File: config.mk
export PLATFORM = sky130hd
export DESIGN_NAME = uart_tx_fifo
export DESIGN_NICKNAME = d
export VERILOG_FILES = /design/src/rtl/uart_tx_fifo_pkg.sv /design/src/rtl/sync_fifo.sv /design/src/rtl/uart_tx_fifo.sv
export SDC_FILE = /design/constraint.sdc
export NUM_CORES = 1
export LEC_CHECK = 0
export CAP_MARGIN = 40
export CORE_ASPECT_RATIO = 1.1
export CORE_MARGIN = 10
export CORE_UTILIZATION = 39
export DETAILED_ROUTE_END_ITERATION = 6
export DONT_BUFFER_PORTS = 1
export MAX_ROUTING_LAYER = met4
export SYNTH_ARGS = -nofsm -noshare
export SYNTH_HDL_FRONTEND = slang
export SYNTH_SLANG_ARGS = --single-unit
File: constraint.sdc
create_clock -name i_clock -period 3.7 [get_ports i_clock]
set_input_delay 0.925 -clock i_clock [delete_from_list [all_inputs] [get_ports i_clock]]
set_output_delay 0.925 -clock i_clock [all_outputs]
set_load 0.05 [all_outputs]
File: src/rtl/uart_tx_fifo_pkg.sv
// Shared constants for the UART transmit path: default widths and the
// one-hot encoding of the launch FSM.
package uart_tx_fifo_pkg;

  localparam int UART_NB_DATA = 8;
  localparam int UART_NB_ADDR = 4;

  localparam int NB_STATE = 3;

  localparam logic [NB_STATE-1:0] ST_IDLE      = 3'b001;
  localparam logic [NB_STATE-1:0] ST_LAUNCH    = 3'b010;
  localparam logic [NB_STATE-1:0] ST_WAIT_DONE = 3'b100;

endpackage

File: src/rtl/sync_fifo.sv
// Single-clock FIFO with registered occupancy and a sticky overflow flag.
// Writes that arrive while full are dropped.
module sync_fifo
  import uart_tx_fifo_pkg::*;
#(
  parameter int NB_DATA = UART_NB_DATA,
  parameter int NB_ADDR = UART_NB_ADDR
) (
  input  logic               i_clock,
  input  logic               i_reset,
  input  logic [NB_DATA-1:0] i_wr_data,
  input  logic               i_wr_en,
  input  logic               i_rd_en,
  input  logic               i_clear_overflow,
  output logic [NB_DATA-1:0] o_rd_data,
  output logic               o_full,
  output logic               o_empty,
  output logic [NB_ADDR:0]   o_count,
  output logic               o_overflow
);

  localparam int DEPTH = 2 ** NB_ADDR;

  localparam logic [NB_ADDR:0]   CNT_FULL = {1'b1, {NB_ADDR{1'b0}}};
  localparam logic [NB_ADDR:0]   CNT_ONE  = {{NB_ADDR{1'b0}}, 1'b1};
  localparam logic [NB_ADDR-1:0] PTR_ONE  = {{(NB_ADDR-1){1'b0}}, 1'b1};

  logic [NB_DATA-1:0] mem [DEPTH];
  logic [NB_ADDR-1:0] wr_ptr;
  logic [NB_ADDR-1:0] rd_ptr;
  logic [NB_ADDR:0]   count;
  logic               do_wr;
  logic               do_rd;

  // Full/empty come from the registered count, so a pop in the same cycle
  // never makes room for a write that arrives while full.
  assign o_full  = (count == CNT_FULL);
  assign o_empty = (count == '0);
  assign o_count = count;

  assign do_wr = i_wr_en && !o_full;
  assign do_rd = i_rd_en && !o_empty;

  assign o_rd_data = mem[rd_ptr];

  // NOTE: storage has no reset; stale entries are unreachable once the
  // pointers and count are cleared, and a resettable RAM costs a flop array.
  always_ff @(posedge i_clock) begin
    if (do_wr) begin
      mem[wr_ptr] <= i_wr_data;
    end
  end

  // Pointers wrap naturally at 2**NB_ADDR.
  always_ff @(posedge i_clock or negedge i_reset) begin
    if (!i_reset) begin
      wr_ptr <= '0;
      rd_ptr <= '0;
    end else begin
      if (do_wr) begin
        wr_ptr <= wr_ptr + PTR_ONE;
      end
      if (do_rd) begin
        rd_ptr <= rd_ptr + PTR_ONE;
      end
    end
  end

  always_ff @(posedge i_clock or negedge i_reset) begin
    if (!i_reset) begin
      count <= '0;
    end else begin
      case ({do_wr, do_rd})
        2'b10:   count <= count + CNT_ONE;
        2'b01:   count <= count - CNT_ONE;
        default: count <= count;
      endcase
    end
  end

  // Set has priority over clear so a drop is never lost.
  always_ff @(posedge i_clock or negedge i_reset) begin
    if (!i_reset) begin
      o_overflow <= 1'b0;
    end else if (i_wr_en && o_full) begin
      o_overflow <= 1'b1;
    end else if (i_clear_overflow) begin
      o_overflow <= 1'b0;
    end
  end

endmodule

File: src/rtl/uart_tx_fifo.sv
// Transmit buffer for the UART: queues bytes and launches them one at a
// time, waiting for the transmitter's done pulse between bytes.
module uart_tx_fifo
  import uart_tx_fifo_pkg::*;
#(
  parameter int NB_DATA = UART_NB_DATA,
  parameter int NB_ADDR = UART_NB_ADDR
) (
  input  logic               i_clock,
  input  logic               i_reset,
  input  logic [NB_DATA-1:0] i_wr_data,
  input  logic               i_wr_en,
  input  logic               i_clear_overflow,
  input  logic               i_tx_done,
  output logic [NB_DATA-1:0] o_tx_data,
  output logic               o_tx_start,
  output logic               o_full,
  output logic               o_empty,
  output logic [NB_ADDR:0]   o_count,
  output logic               o_busy,
  output logic               o_overflow
);

  logic [NB_STATE-1:0] state;
  logic [NB_STATE-1:0] state_next;
  logic                pop;
  logic                start_next;
  logic [NB_DATA-1:0]  head_data;
  logic                fifo_empty;

  sync_fifo #(
    .NB_DATA (NB_DATA),
    .NB_ADDR (NB_ADDR)
  ) u_fifo (
    .i_clock          (i_clock),
    .i_reset          (i_reset),
    .i_wr_data        (i_wr_data),
    .i_wr_en          (i_wr_en),
    .i_rd_en          (pop),
    .i_clear_overflow (i_clear_overflow),
    .o_rd_data        (head_data),
    .o_full           (o_full),
    .o_empty          (fifo_empty),
    .o_count          (o_count),
    .o_overflow       (o_overflow)
  );

  assign o_empty = fifo_empty;
  assign o_busy  = (state != ST_IDLE);

  // NOTE: every output of this block gets a default first, so no path
  // through the case leaves a signal unassigned and no latch is inferred.
  always_comb begin
    state_next = state;
    pop        = 1'b0;
    start_next = 1'b0;
    case (state)
      ST_IDLE: begin
        if (!fifo_empty) begin
          pop        = 1'b1;
          start_next = 1'b1;
          state_next = ST_LAUNCH;
        end
      end
      // Done is deliberately ignored here: the transmitter cannot have
      // finished a byte it has not yet been told to start.
      ST_LAUNCH: begin
        state_next = ST_WAIT_DONE;
      end
      ST_WAIT_DONE: begin
        if (i_tx_done) begin
          state_next = ST_IDLE;
        end
      end
      default: begin
        state_next = ST_IDLE;
      end
    endcase
  end

  // NOTE: sequential state uses non-blocking assignments so every register
  // samples the pre-edge values regardless of statement order.
  always_ff @(posedge i_clock or negedge i_reset) begin
    if (!i_reset) begin
      state      <= ST_IDLE;
      o_tx_start <= 1'b0;
      o_tx_data  <= '0;
    end else begin
      state      <= state_next;
      o_tx_start <= start_next;
      if (pop) begin
        o_tx_data <= head_data;
      end
    end
  end

endmodule
-- After elaboration in Yosys (flattened, before gate mapping)
Memories as Yosys holds them, arrays and structs flattened. A register that Yosys moved wholly into a read port is not among the register bits.
Cells that the tools add are included.
W data, S select, Z words.
- logic and storage cells: 40
- flip-flop bits (word level): 18
- RAM bits: 128
- input port bits: 13
- output and inout bits: 18
- memories kept: 1
- add/subtract/negate cells: 4
- equal/unequal tests: 9
- mux-type cells: 10
- reduce and logical (&&, ||, !) cells: 10
- memory list (memory ; words ; width ; read ports ; clocked after Yosys merged registers in ; write ports ; line ; RTL):
    u_fifo.mem ; 16 ; 8 ; 1 ; 1 ; 1 ; sync_fifo.sv:28 ; logic [NB_DATA-1:0] mem [DEPTH];
- operator list (kind ; number):
    $pmux W5 S2 ; 1
    $pmux W3 S3 ; 1
    $add A4 B1 Y4 const B ; 2
    $mux W1 ; 6
    $mux W3 ; 2
    $add A5 B1 Y5 const B ; 1
    $eq A5 B5 Y1 const B ; 1
    $logic_not A5 Y1 ; 1
    $sub A5 B1 Y5 const B ; 1
    $ne A2 B2 Y1 const B ; 2
    $reduce_bool A2 Y1 ; 2
    $eq A3 B1 Y1 const B ; 1
    $eq A3 B2 Y1 const B ; 1
    $eq A3 B3 Y1 const B ; 1
    $logic_and A1 B1 Y1 ; 3
    $logic_not A1 Y1 ; 3
    $ne A3 B1 Y1 const B ; 1
    $eq A2 B1 Y1 const B ; 1
    $eq A2 B2 Y1 const B ; 1
    $reduce_and A2 Y1 ; 1

-- Depth between registers and ports, before layout
Gate-level depths: netlist (run 1).
- word-level depth: 6
- depth in mapped cells: 13

-- Hierarchy
A second synthesis (run 1) with hierarchy kept.
- cells, all modules: 365
- area, all modules: 6293.5 µm²
- modules (own cells, without submodules) (module ; cells an instance ; area an instance (µm²) ; times used):
    sync_fifo ; 335 ; 5816.8 ; 1
    uart_tx_fifo ; 30 ; 476.7 ; 1

-- Worst setup path before layout (run 1)
No wires, ideal clock.
- kind: register -> register
- start point: reg u_fifo.count[1] (netlist: u_fifo.o_count[1])
- end point: reg u_fifo.count[4] (netlist: u_fifo.o_count[4])
- library setup time: 0.144 ns
- data required time: 3.556 ns
- cell stages (with the launch flop): 14
- data arrival time: 3.060 ns
- path slack: 0.496 ns
- cell sequence: dfrtp_1 > buf_2 > or3_1 > o31a_1 > buf_2 > inv_1 > ha_1 > clkbuf_1 > xor2_1 > ha_1 > or3b_2 > a21oi_1 > o21ai_1 > xnor2_1
- word-level cells in the longest chain between the ends: 6
- elaborated cells on any way between the ends: 14
- those cells by class: add/sub (2); eq/ne (3); mux (3); reduce/logical (6)
- ends and longest elaborated chain (what ; line ; RTL):
    start, declared ; sync_fifo.sv:31 ; logic [NB_ADDR:0] count;
    start signal, assigned ; sync_fifo.sv:74 ; 2'b10: count <= count + CNT_ONE;
    start signal, assigned ; sync_fifo.sv:75 ; 2'b01: count <= count - CNT_ONE;
    start signal, assigned ; sync_fifo.sv:76 ; default: count <= count;
    $logic_not A5 Y1 ; sync_fifo.sv:38 ; assign o_empty = (count == '0);
    $mux W1 ; uart_tx_fifo.sv:59 ; if (!fifo_empty) begin
    $mux W1 ; uart_tx_fifo.sv:57 ; case (state)
    $logic_and A1 B1 Y1 ; sync_fifo.sv:42 ; assign do_rd = i_rd_en && !o_empty;
    $eq A2 B1 Y1 or $eq A2 B2 Y1 (tied branches) ; sync_fifo.sv:73 ; case ({do_wr, do_rd})
    $pmux W5 S2 or $reduce_bool A2 Y1 (tied branches) ; n/a ;
Parallel ways exist; a longest one is shown, timed or not.
A chain may end at the register's enable or synchronous reset.

-- Worst setup path in the final report (run 1)
- start point: reg u_fifo.count[3] (netlist: u_fifo.o_count[3])
- end point: reg u_fifo.count[4] (netlist: u_fifo.o_count[4])
The elaborated chain is that of the path after synthesis.

==> impl_metrics.ini, run 1 <==
[drt]
drc = 0
wl_per_cell_um = 21.3
drt_pass1_iterations = 4
drt_iter0_drc = 177
vias_per_cell = 5.29
wl_um = 12200
vias = 3037
ant_nets = 0

[finish]
n_fill_cell = 1350
antennaDiodeCount = 0
drive_gt1_share_pct = 23.0
multi_input_area_um2 = 1600
layout.cells.non_filler = 574
final_util_pct = 45.4
syn_to_final_growth_pct = 14.3
design_area_um2 = 7140
layout.nets = 382
area.sequential_um2 = 4500

[clock_network]
hold_buffers = 0
cts-resized-gates = 0
cts.reportedPaths.clkPinSlew_ns = 0.07
cts_buffers = 17
cts.path.max_buffers = 2
cts_tree = yes
root_buffer = clkbuf_16
cts.sinks = 154
clk_latency_ns = 0.42
htree_num_levels = 4
post_cts_buffers = 0

[timing]
fin_crit_sh_pct = 79.9
grt_setup_unrepaired = false
skew_ns = 0.0110
hold_ws_ns = 0.196
fin_crit_ns = 2.96
timing.slew.headroom_pct = 40.3
tightest_slew_ns = 0.893
setup_tns_ns = 0
maxSlewViolCount = 0
setup_viol = 0
fmax_mhz = 338
hold_violations = 0

[placed_design]
gp_congestion = 0.742
dp_hpwl_um = 7870
placed_cells = 541
post_dp_cell_area_um2 = 6580
numPortBuffers = 0

[status]
status = finished clean

[yosys]
ys_types = 39
synthMostInstantiatedCell = edfxtp_1
synth_top_area_share_pct = 61.5
seq_area_frac_synth_pct = 71.9
syn_area_per_cell_um2 = 18.6
synth_edf_count = 128
yosys_warnings = 0
synthTopCellsByArea = edfxtp_1 (61%), dfrtp_1 (10%), mux4_2 (8.3%)
synthCells = 336
ys_async_sr_fraction_pct = 16.9
netlist_area_um2 = 6250
ys_ff_latch = 154
synth_top_area_cell = edfxtp_1
ys.flop_type = edfxtp_1
synth.net_count = 357
synth_common_cells = edfxtp_1 (128), dfrtp_1 (25), mux4_2 (23)

[floorplan]
rows = 48
ios = 31
die_h_um = 153
start_util_pct = 39.7
core_area_um2 = 15700
die_x_um = 141
die_area_um2 = 21500

[run]
drv_cap = 0

[setup_path]
cp_data_arrival_time_ns = 3.26
start_kind = register
cp-end-kind = register
cp_max_fo = 9
path_class = reg2reg
required_ns = 4.00

[global_route]
antenna_found_initial = 0
grt_start_max_net_pins = 27
overflow = 0
first_global_vias = 3180
grt_first_pass_wirelength_um = 18800
grt_usage_pct = 12.0

[power_and_ir_drop]
combPwrFrac_pct = 28.2
p_seq_share_pct = 44.6
p_switching_w = 0.00204
ir_drop_v = 0.000345
intPower_w = 0.00397
netSwitchingFraction_pct = 33.9
clkPwrFrac_pct = 27.2
powerDensity_nw_per_um2 = 841
power.leakage_nw = 2.49

[min_path]
hold_path_class = in2async
## metrics by stage
step	setup slack, ns	total power (W)
detailed placement	0.684	0.00444
global route	0.537	0.00631
CTS	0.725	0.00608
finish	0.744	0.00600
global placement	0.749	0.00438
floorplan	0.496	0.00400
## registers in the layout, summed over array words and instances, names as in the netlist
name / cells
u_fifo.rd_ptr: 4
u_fifo.o_count: 5
u_fifo.mem: 128
o_tx_start: 1
u_fifo.o_overflow: 1
o_tx_data: 8
u_fifo.wr_ptr: 4
state: 3
## final timing paths
path	start	end	slack (ns)	depth (start not counted)
worst max-delay path	u_fifo.o_count[3]	u_fifo.o_count[4]	0.74	10
worst min-delay path	i_reset	o_tx_data[6]	0.20	0
worst max register to register	u_fifo.o_count[3]	u_fifo.o_count[4]	0.74	10
worst min register to register	state[0]	state[2]	0.57	1
max in group asynchronous	i_reset	state[0]	3.32	0
min in group i_clock	state[0]	state[2]	0.57	1
## layer usage
| layer | routed length (um) | GRT usage [%] | vias to the layer above |
|---|---|---|---|
| met1 | 5000 | 13.7 | 1575 |
| met3 | 780 | 3.77 | 15 |
| met4 | 253 | 5.76 | 0 |
| met2 | 6170 | 18.6 | 70 |
| li1 | - | - | 1377 |
| met5 | 0 | - | - |
## layout make-up
| class | count | share of cell area [%] |
|---|---|---|
| well taps | 200 | 3.50 |
| repair buffers | 27 | 2.84 |
| clock inverters | 14 | 1.84 |
| inverters | 8 | 0.420 |
| flip-flops and latches | 154 | 63.0 |
| multi-input cells | 153 | 22.4 |
| clock buffers | 18 | 6.01 |
## power groups by stage
stage / clock, W / combinational [W] / sequential, W
2_1_floorplan: 0 / 0.00142 / 0.00258
5_1_grt: 0.00173 / 0.00185 / 0.00273
3_5_place_dp: 0 / 0.00172 / 0.00272
6_report: 0.00163 / 0.00169 / 0.00268
3_3_place_gp: 0 / 0.00166 / 0.00271
4_1_cts: 0.00166 / 0.00172 / 0.00269
## critical path, stage by stage, from the launching register on
cell and delay (ns):
dfrtp_1 0.38, or3_1 0.48, o31a_1 0.39, inv_1 0.12, ha_1 0.31, xor2_1 0.11
ha_1 0.24, or3b_2 0.46, a21oi_1 0.14, o21ai_1 0.09, xnor2_1 0.12
## cell usage in the layout (no fill, tap or decap), types with 3 or more instances in the layout
cell,n
inv_1,7
mux4_2,23
a211o_1,9
buf_4,27
nor2b_1,9
xor2_1,4
nor2_1,17
o21ai_0,3
edfxtp_1,128
a21oi_1,12
mux2i_1,9
xnor2_1,8
clkinvlp_4,4
ha_1,8
mux4_1,9
nand2_1,12
dfrtp_1,24
a22o_1,8
clkinv_2,5
clkbuf_16,17
nor3_1,6
## logic make-up after synthesis
| family | Yosys count | share of synthesized area [%] |
|---|---|---|
| fa+ha+maj | 8 | 1.60 |
| xor+xnor | 12 | 1.68 |
| simple gates | 55 | 4.34 |
| compound gates | 36 | 4.10 |
| buf+inv | 29 | 2.66 |
| mux | 42 | 13.7 |
| flops | 154 | 71.9 |
Note: power is estimated with default switching activity, not from simulation.
==> run 2: changes to the inputs <==
==> constraint.sdc (replaced) <==
create_clock -name i_clock -period 2.99 [get_ports i_clock]
set_input_delay 0.7475 -clock i_clock [delete_from_list [all_inputs] [get_ports i_clock]]
set_output_delay 0.7475 -clock i_clock [all_outputs]
set_load 0.05 [all_outputs]
==> impl_metrics.ini, run 2 (same netlist as run 1, synthesis figures left out) <==
[floorplan]
start_util_pct = 39.7
die_area_um2 = 21500
die_x_um = 141
core_area_um2 = 15700
die_h_um = 153
ios = 31
rows = 48

[finish]
largest_reg_flops = 128
regMostFlops = u_fifo.mem
n_fill_cell = 1350
antennaDiodeCount = 0
layout.cells.non_filler = 572
final_util_pct = 45.5
design_area_um2 = 7150
multi_input_area_um2 = 1610
area.sequential_um2 = 4500
final_common_cell = edfxtp_1
drive_gt1_share_pct = 22.8
final_cell_mix = edfxtp_1 (128), mux4_2 (23), buf_4 (23)
layout.nets = 380
syn_to_final_growth_pct = 14.5

[setup_path]
worstSetupStartpoint = u_fifo.o_count[3]
slowest_delay_ns = 0.45
cp_max_fo = 7
rr_endpoint = u_fifo.o_count[4]
crit_chain = or3_4, o31ai_4, inv_2, ha_1, xor2_1, ha_1, or3b_2, a21oi_1, o21ai_1, xnor2_1
crit_top_cell = ha_1
cp-end-kind = register
start_kind = register
r2r.worst_path.cells = 10
rrSetupSlack_ns = 0.27
path_class = reg2reg
required_ns = 3.29
cp_data_arrival_time_ns = 3.02
worst_path_max_delay_cell = or3b_2
reg2reg_from = u_fifo.o_count[3]

[drt]
vias = 2984
vias_per_cell = 5.22
drt_iter0_drc = 181
top_layer_used = met4
wl_met3_um = 672
route.met2.wl_um = 5640
drt-met1-wl_um = 5340
wl_per_cell_um = 20.6
drc = 0
ant_nets = 0
drt_pass1_iterations = 4
wl_um = 11800

[clock_network]
cts.sinks = 154
htree_num_levels = 4
cts_buffers = 17
cts.reportedPaths.clkPinSlew_ns = 0.06
root_buffer = clkbuf_16
cts.path.max_buffers = 2
cts-resized-gates = 0
cts_tree = yes
clk_latency_ns = 0.41

[timing]
setup_viol = 0
setup_tns_ns = 0
tightest_slew_ns = 0.838
fmax_mhz = 367
skew_ns = 0.00590
fin_crit_ns = 2.72
hold_violations = 0
timing.slew.headroom_pct = 43.9
grt_setup_unrepaired = false
fin_crit_sh_pct = 91.1
maxSlewViolCount = 0

[power_and_ir_drop]
ir_drop_v = 0.000480
powerDensity_nw_per_um2 = 1040
power.leakage_nw = 2.48

[global_route]
grt_first_pass_wirelength_um = 18800
first_global_vias = 3149
grt_start_max_net_pins = 28
overflow = 0
grt_usage_pct = 11.7
antenna_found_initial = 0

[status]
status = finished clean

[placed_design]
numPortBuffers = 0
dp_hpwl_um = 7720
post_dp_cell_area_um2 = 6580
placed_cells = 539
gp_congestion = 0.796

[min_path]
hold_path_class = in2async

[run]
drv_cap = 0
## run 2: changes by cell type in the layout (fill, tap and decap cells not counted)
cell           change
dlygate4sd3_1      +1
clkinvlp_4         -1
or3_4              +1
buf_4              -4
clkinv_4           +2
buf_12             +1
clkbuf_1           +2
dfrtp_2            +3
or3_1              -1
dfrtp_1            -3
clkinv_2           -3
## run 2: per-layer routing
layer,up-vias,GRT usage (%)
li1,1366,-
met1,1555,14.7
met2,54,17.2
met3,9,4.30
met4,0,3.74
met5,-,-
## run 2: final cells by class
cell class,instances,share of cell area [%]
well taps,200,3.50
repair buffers,25,2.83
inverters,8,0.420
clock inverters,12,1.77
flip-flops and latches,154,62.9
multi-input cells,153,22.5
clock buffers,20,6.10
## run 2: worst max-delay path by stage
| stage | end | slack (ns) | cells after the start |
|---|---|---|---|
| 2_1_floorplan | u_fifo.o_count[4] | 0.02 | 12 |
| 3_3_place_gp | u_fifo.o_count[4] | 0.28 | 10 |
| 3_5_place_dp | u_fifo.o_count[4] | 0.28 | 10 |
| 4_1_cts | u_fifo.o_count[4] | 0.24 | 10 |
| 5_1_grt | u_fifo.o_count[4] | 0.14 | 10 |
| 6_report | u_fifo.o_count[4] | 0.27 | 10 |
## run 2: critical path: cells and delay by family (launching register included)
kind,cells,cell delay (ns)
and+or+nand+nor,2,0.87
adders and majority gates,2,0.47
AOI/OAI and AO/OA,3,0.46
DFF,1,0.40
xor gates and xnor gates,2,0.28
buffers and inverters,1,0.11
## run 2: where the power goes
group	switching [W]	internal (W)	total (W)
clock network	0.000808	0.00122	0.00203
registers	0.000566	0.00269	0.00326
logic	0.00115	0.00103	0.00218
total	0.00252	0.00495	0.00747
## run 2: metrics by stage
| stage | total power, W | worst slack (ns) | hold WS (ns) |
|---|---|---|---|
| after CTS | 0.00756 | 0.242 | 0.00661 |
| after floorplan | 0.00499 | 0.0212 | 0.452 |
| after detailed placement | 0.00551 | 0.277 | 0.453 |
| final | 0.00747 | 0.267 | 0.0277 |
| after global placement | 0.00546 | 0.284 | 0.453 |
| after global routing | 0.00786 | 0.141 | 0.00116 |
## run 2: repair_timing
action	CTS	global route
endpoints found under the hold margin	0	4
hold buffers	0	1
buffers inserted	0	0
